File: config.mk
export PLATFORM = sky130hd
export DESIGN_NAME = output_credit_lock_ctrl
export DESIGN_NICKNAME = d
export VERILOG_FILES = /design/src/rtl/output_credit_lock_ctrl.sv
export SDC_FILE = /design/constraint.sdc
export NUM_CORES = 1
export LEC_CHECK = 0
export CAP_MARGIN = 0
export CELL_PAD_IN_SITES_DETAIL_PLACEMENT = 1
export CELL_PAD_IN_SITES_GLOBAL_PLACEMENT = 1
export CORE_ASPECT_RATIO = 0.6
export CORE_MARGIN = 4
export CORE_UTILIZATION = 32
export DETAILED_ROUTE_END_ITERATION = 8
export PLACE_DENSITY_LB_ADDON = 0.1
export SYNTH_ARGS = -nofsm -noshare
export SYNTH_HDL_FRONTEND = slang
export SYNTH_SLANG_ARGS = --single-unit
File: constraint.sdc
create_clock -name clk -period 1.5 [get_ports clk]
set_clock_uncertainty 0.05 [all_clocks]
set_input_delay 0.3 -clock clk [delete_from_list [all_inputs] [get_ports clk]]
set_output_delay 0.3 -clock clk [all_outputs]
set_load 0.03 [all_outputs]
File: src/rtl/output_credit_lock_ctrl.sv
// output_credit_lock_ctrl
// Per-output credit tracking and wormhole lock control that sits beside
// switch_control. Counts downstream buffer credits per output, drives the
// per-output enable vector, and locks an output to the input whose multi-flit
// packet head won it until that packet's tail is granted.
//
// Optional feature macro: CREDIT_BYPASS_EN
//   defined   : an arriving credit return enables its output in the same cycle
//   undefined : o_en depends on the registered credit count only
//
// Ports
//   clk              router clock
//   reset_n          asynchronous active-low reset
//   ce               clock enable; gates every state update
//   i_output_grant   per-output one-hot grant from switch_control
//   i_head / i_tail  front flit of each input is a head / tail flit
//   i_credit_return  one-cycle pulse: downstream freed a slot on output m
//   o_en             output m may accept a flit
//   o_req_mask       input n may request output m
//   o_lock_valid     output m is locked to a packet
//   o_lock_owner     one-hot lock owner per output, zero when unlocked
//   o_credit_count   current credit count per output (debug)
//   o_error          sticky protocol error per output
module output_credit_lock_ctrl #(
    parameter int unsigned N       = 5,
    parameter int unsigned M       = 5,
    parameter int unsigned CREDITS = 4,
    parameter int unsigned CW      = 3
) (
    input  logic                     clk,
    input  logic                     reset_n,
    input  logic                     ce,
    input  logic [0:M-1][0:N-1]      i_output_grant,
    input  logic [0:N-1]             i_head,
    input  logic [0:N-1]             i_tail,
    input  logic [0:M-1]             i_credit_return,
    output logic [0:M-1]             o_en,
    output logic [0:N-1][0:M-1]      o_req_mask,
    output logic [0:M-1]             o_lock_valid,
    output logic [0:M-1][0:N-1]      o_lock_owner,
    output logic [0:M-1][CW-1:0]     o_credit_count,
    output logic [0:M-1]             o_error
);

    localparam logic [CW-1:0] CREDIT_MAX = CW'(CREDITS);

    typedef enum logic {
        LK_IDLE   = 1'b0,
        LK_LOCKED = 1'b1
    } lock_state_e;

    lock_state_e             state_q [M];
    lock_state_e             state_d [M];
    logic [0:M-1][0:N-1]     owner_q, owner_d;
    logic [0:M-1][CW-1:0]    count_q, count_d;
    logic [0:M-1]            error_q, error_d;

    // Per-output grant decode
    logic [0:M-1] grant_any;
    logic [0:M-1] grant_multi;
    logic [0:M-1] grant_head;
    logic [0:M-1] grant_tail;
    logic [0:M-1] grant_is_owner;

    for (genvar gm = 0; gm < M; gm++) begin : g_out
        assign grant_any[gm]      = |i_output_grant[gm];
        // x & (x-1) is nonzero exactly when more than one bit is set
        assign grant_multi[gm]    = |(i_output_grant[gm] & (i_output_grant[gm] - N'(1)));
        assign grant_head[gm]     = |(i_output_grant[gm] & i_head);
        assign grant_tail[gm]     = |(i_output_grant[gm] & i_tail);
        assign grant_is_owner[gm] = (i_output_grant[gm] == owner_q[gm]);

        assign o_lock_valid[gm]   = (state_q[gm] == LK_LOCKED);
`ifdef CREDIT_BYPASS_EN
        assign o_en[gm]           = (count_q[gm] != '0) | i_credit_return[gm];
`else
        assign o_en[gm]           = (count_q[gm] != '0);
`endif

        for (genvar gn = 0; gn < N; gn++) begin : g_in
            assign o_req_mask[gn][gm] = ~o_lock_valid[gm] | owner_q[gm][gn];
        end
    end

    assign o_lock_owner   = owner_q;
    assign o_credit_count = count_q;
    assign o_error        = error_q;

    // Next-state: credit counters, lock FSMs and sticky error flags
    always_comb begin
        state_d = state_q;
        owner_d = owner_q;
        count_d = count_q;
        error_d = error_q;

        if (ce) begin
            for (int m = 0; m < M; m++) begin
                // Credit counter; a grant and a return in one cycle cancel out
                if (grant_any[m] && !i_credit_return[m]) begin
                    if (count_q[m] == '0) begin
                        error_d[m] = 1'b1;
                    end else begin
                        count_d[m] = count_q[m] - CW'(1);
                    end
                end else if (i_credit_return[m] && !grant_any[m]) begin
                    if (count_q[m] == CREDIT_MAX) begin
                        error_d[m] = 1'b1;
                    end else begin
                        count_d[m] = count_q[m] + CW'(1);
                    end
                end

                // Lock FSM; a malformed multi-bit grant leaves it untouched
                if (grant_multi[m]) begin
                    error_d[m] = 1'b1;
                end else if (grant_any[m]) begin
                    case (state_q[m])
                        LK_IDLE: begin
                            if (!grant_head[m]) begin
                                error_d[m] = 1'b1;
                            end else if (!grant_tail[m]) begin
                                state_d[m] = LK_LOCKED;
                                owner_d[m] = i_output_grant[m];
                            end
                        end
                        LK_LOCKED: begin
                            if (!grant_is_owner[m]) begin
                                error_d[m] = 1'b1;
                            end else if (grant_tail[m]) begin
                                state_d[m] = LK_IDLE;
                                owner_d[m] = '0;
                            end
                        end
                        default: begin
                            state_d[m] = LK_IDLE;
                            owner_d[m] = '0;
                        end
                    endcase
                end
            end
        end
    end

    // State registers
    always_ff @(posedge clk or negedge reset_n) begin
        if (!reset_n) begin
            for (int m = 0; m < M; m++) begin
                state_q[m] <= LK_IDLE;
            end
            owner_q <= '0;
            count_q <= {M{CREDIT_MAX}};
            error_q <= '0;
        end else begin
            state_q <= state_d;
            owner_q <= owner_d;
            count_q <= count_d;
            error_q <= error_d;
        end
    end

endmodule

# Word level (Yosys, flattened, before mapping)
# Cells that the tools add are included.
[word_totals]
register_bits = 50
input_bits = 43
wordCells = 301
[op_classes]
addsub = 15
eq_ne = 40
n_mux = 110
bitwise_logic = 50
reduce_logical = 70
[ops]
columns = ["op", "n"]
rows = [
  ["5-bit 2-to-1 mux", 20],
  ["5-bit OR reduction", 20],
  ["5-bit bitwise AND", 15],
  ["3-bit 2-to-1 mux", 20],
  ["1-bit 2-to-1 mux", 55],
  ["5-bit case mux with 2 select lines", 5],
  ["2-bit inequality test, second input constant", 20],
  ["7-bit AND reduction", 5],
  ["5-bit == test", 5],
  ["1-bit bitwise OR", 25],
  ["5-bit by 1-bit subtractor with 5-bit output, second input constant", 5],
  ["2-bit by 1-bit inequality test with 1-bit output, second input constant", 10],
  ["1-bit case mux with 2 select lines", 10],
  ["4-bit AND reduction", 5],
  ["3-bit by 1-bit adder with 3-bit output, second input constant", 5],
  ["3-bit == test, second input constant", 5],
  ["3-bit zero test", 5],
  ["3-bit AND reduction", 5],
  ["3-bit nonzero test", 5],
  ["3-bit by 1-bit subtractor with 3-bit output, second input constant", 5],
  ["1-bit logical AND", 10],
  ["1-bit zero test", 10],
  ["1-bit NOT", 10],
  ["2-bit nonzero test", 5],
]

# Logic depth before layout (Yosys ltp)
[logic_depth]
word_depth = 9
depth_mapped = 10
ltp_nobuf = 9

# Least setup slack after synthesis
# OpenSTA, ideal clock, no wires.
[synth_path]
path_kind = "input to register"
startpoint = "in i_output_grant[23] in the netlist's numbering"
endpoint = "reg count_q, in the netlist o_credit_count[14]"
arrival_time_ns = 2.158
required_time_ns = 1.364
path_slack_ns = -0.794
stages = 8
path_cell_list = "buf_2 > or3_4 > or3_1 > ha_1 > xor2_1 > a311oi_2 > nand2_1 > xnor2_1"
[synth_via]
elab_chain_cells = 5
word_cells_on_any_way = 9
[synth_lines]
columns = ["element", "line_no", "text"]
rows = [
  ["from (decl)", "33", "input logic [0:M-1][0:N-1] i_output_grant,"],
  ["5-bit OR reduction (*)", "66", "assign grant_any[gm] = |i_output_grant[gm];"],
  ["1-bit zero test", "105", "end else if (i_credit_return[m] && !grant_any[m]) begin"],
  ["1-bit logical AND", "105", ""],
  ["2-bit nonzero test (no source line)", "n/a", ""],
  ["4-bit AND reduction (no source line)", "n/a", ""],
  ["to (signal assigned)", "151", "count_q <= {M{CREDIT_MAX}};"],
  ["to (signal assigned)", "156", "count_q <= count_d;"],
  ["to (decl)", "55", "logic [0:M-1][CW-1:0] count_q, count_d;"],
]
# Every way passes the cells marked *; elsewhere a longest branch is shown, timed or not.
# A chain may end at the register's enable or synchronous reset.

# Worst setup path after layout
[layout_path]
startpoint = "in i_output_grant[23] in the netlist's numbering"
endpoint = "reg count_q, in the netlist o_credit_count[13]"
# Same word-level chain as after synthesis.

==> summary.txt <==
STA
  • Final WS setup: -489.5 ps
  • Worst slew pin tran: 456.1 ps
  • Final Critical Period: 1989 ps
  • Maximum clock frequency: 502.6 MHz
  • Slew HR: 0.6881
  • Slew Limit Fails: 0
  • Fin. Hold Viols: 0
  • Final Cycle Share: 1.326
  • Unrepaired setup endpoints after global routing: true
  • Final Setup Violations: 38

CTS
  • Clock root buffer: clkbuf_16
  • Longest Clk Path Bufs: 2
  • TritonCTS clock tree: yes
  • CTS Buf Count: 5
  • # clock sinks: 50
  • Clock transition at path regs: 70 ps
  • CTS H-tree lvls: 2
  • Clock latency on the worst-skew pair: 290 ps

Critical path
  • Most numerous cell on the critical path: or3_4
  • Crit Path Class: input port to register
  • Delay-heaviest family, CP: simple AND/OR/NAND/NOR gates
  • Crit end category: register
  • Kind of start point of the critical path: input port
  • Crit path cell chain: buf_8 > or3_4 > or3_4 > ha_4 > xor2_2 > a311oi_2 > buf_4 > nor2_4 > a21oi_2
  • Critical path's slowest cell: or3_4
  • Data required, critical path: 1670 ps
  • Max stage delay on crit path: 380 ps
  • Worst Path Arrival: 2160 ps
  • Max FO, Critical Path: 3
  • Buffers and inverters on the worst path: 2

Yosys
  • Async S/R FF share, synth: 1.000
  • Synth cell types: 58
  • YS warnings: 0
  • Cell area after synthesis: 0.004040 sq mm
  • Cells after synthesis: 439
  • Primary FF master, synth: dfrtp_1
  • Post-synth EDFFs: 0
  • Avg Cell Area, Syn: 9.203 sq um
  • Register area share after synthesis: 0.3112
  • Synth Register Bits: 50
  • Mapped Nets: 497

Route
  • Routed wire length: 16100 um
  • Drt wl/cell: 19.03 um
  • Pre-antenna DRT Iters: 4
  • Vias per Instance: 5.191
  • Remaining DRCs: 0
  • Initial DRC Count: 238
  • Antenna viol nets, final: 0
  • Routed vias: 4392

Finish
  • Final Cell Area: 0.007300 sq mm
  • P&R area growth vs syn: 80.68%
  • # fillers: 1345
  • ANT cells: 0
  • Final Net Count: 738
  • Share of post-route cells with drive strength above 1: 0.6035

Die
  • Rows: 31
  • Core Area: 0.01222 sq mm
  • Die width: 153.1 um
  • Die footprint: 0.01455 sq mm
  • Die H: 95.04 um
  • Starting density of the core: 0.3307
  • Ports: 123

Power and ir drop
  • Clock network fraction of total power: 0.161
  • Maximum VDD drop: 930.3 uV
  • Switch share: 0.4208
  • Gate power share: 0.610
  • Power share of the sequential group: 0.229
  • Internal power: 5.591 mW
  • Total Power: 9.652 mW
  • P_leak: 3.164 nW
  • Pwr dens: 1322 mW/mm^2
  • Psw: 4.062 mW

Global route
  • Vias in the first global route: 4742
  • Remaining Overflow, GRT: 0
  • Antenna violations before repair: 0
  • All-Layer GR Usage: 0.2116
  • Global-route wire length before repair: 25020 um
  • Largest net degree at the start of global routing: 51

Place
  • Post-DP HPWL: 11320 um
  • Final GP Congestion: 0.8225
  • Place WS: -1275 ps
  • Post-DP Area: 0.005995 sq mm
  • I/O Buffers: 122

Run status
  • Status: finished with violations
  • Violated checks: negative setup slack

Run
  • MaxCap Viol Count: 0

Hold path
  • Worst min path class: input port to register
==> sequential cells by signal, summed over array words and instances, names as in the netlist <==
register,flops
o_error,5
o_lock_owner,25
o_lock_valid,5
o_credit_count,15
==> cells in the mapped netlist (all sizes together) (8+ instances only) <==
master	number	area, sq um
a21oi	19	117.6
a222oi	9	90.09
a22o	20	175.2
a22oi	8	60.06
and2	8	58.81
buf	24	147.6
dfrtp	45	1126
ha	10	125.1
inv	29	108.9
nand2	24	90.09
nand2b	30	187.7
nand3	12	60.06
nand3b	10	75.07
nor2	23	86.33
nor3	15	95.09
o21ai	24	138.9
or3	8	60.06
xnor2	34	297.8
xor2	16	140.1
==> cells in the final DEF, fill, tap and decap left out, drive strengths merged, types with 5 or more instances in the layout <==
cell type and n:
inv 29, nand3b 10, a22oi 8, a211oi 5
a22o 20, and3 5, and2 8, nand2b 30
nor2 23, xor2 16, clkdlybuf4s15 22, nand2 24
dfrtp 45, xnor2 34, nor3 15, ha 10
o211ai 5, dfstp 5, fa 5, dlygate4sd2 12
maj3 5, nand3 12, o21ai 24, a222oi 9
a21oi 19, clkbuf 18, buf 213, or3 8
==> through the flow <==
step,hold slack [ps],instances,utilization,TNS (ps)
final,341.6,846,0.5974,-5187
after global routing,349.5,846,0.5974,-8949
after CTS,339.1,823,0.5480,-5020
after detailed placement,272.1,783,0.4906,-39710
after global placement,266.0,783,0.4906,-36870
after floorplan,-45.59,439,-,-7741
==> final timing paths <==
kind	endpoint	from	slack (ps)	depth (start not counted)
max reg2reg	o_lock_owner[21]$_DFFE_PN0P_	o_lock_owner[24]$_DFFE_PN0P_	-170	7
min reg2reg	o_error[0]$_DFFE_PN0P_	o_error[0]$_DFFE_PN0P_	490	2
max in group asynchronous	o_credit_count[2]$_DFFE_PN1P_	reset_n	600	3
max	o_credit_count[13]$_DFFE_PN0P_	i_output_grant[23]	-490	9
min in group asynchronous	o_credit_count[10]$_DFFE_PN0P_	reset_n	470	3
min	o_lock_owner[7]$_DFFE_PN0P_	i_output_grant[7]	340	3
==> cell type report <==
type / instances / area (sq um) / share of cell area
clock buffers: 6 / 138.9 / 0.01903
well taps: 165 / 206.4 / 0.02828
repair buffers: 263 / 2267 / 0.3106
clock inverters: 2 / 60.06 / 0.008228
multi-input cells: 331 / 3233 / 0.4429
inverters: 29 / 113.9 / 0.01560
flip-flops and latches: 50 / 1280 / 0.1754
==> power groups by stage <==
stage,Combinational [mW],Clock [mW],Sequential (mW)
after floorplan,1.89,0,3.02
after global placement,4.59,0,2.19
after detailed placement,4.72,0,2.22
after CTS,5.17,1.58,2.17
after global routing,6.26,1.64,2.28
final,5.88,1.56,2.21
==> timing repair <==
action | in CTS | in global routing
hold buffers | 1 | 0
resized for setup | 289 | 160
gates cloned | 0 | 0
endpoints found under the setup margin | 109 | 92
hold endpoints to repair | 45 | 0
buffers inserted | 33 | 26
pin swaps | 75 | 68
==> kinds of logic (layout without fill, tap and decap cells) <==
| group | after synthesis | after routing | synth area share |
|---|---|---|---|
| xor gates and xnor gates | 50 | 50 | 0.1084 |
| and+or+nand+nor | 144 | 144 | 0.2069 |
| DFF | 50 | 50 | 0.3112 |
| AOI/OAI and AO/OA | 117 | 117 | 0.2298 |
| buffers and inverters | 58 | 300 | 0.07556 |
| adders and majority gates | 20 | 20 | 0.06813 |
==> worst register-to-register path, stage by stage, from the launching register on <==
cell     delay (ps)
dfrtp_1         400
buf_6           130
xor2_2          140
nor3_2          180
nand3_2         140
nor4b_4         300
buf_6           170
a21oi_2          40
==> per-layer routing <==
metal	GRT usage	share of wire	wire length, um	vias to the layer above
met3	0.03537	0.036	583	16
li1	-	-	-	2041
met4	0.04374	0.0096	154	0
met2	0.3646	0.50	8056	101
met1	0.2840	0.45	7304	2234
met5	0	0	0	-
No activity file was read; power rests on OpenSTA's default activity.
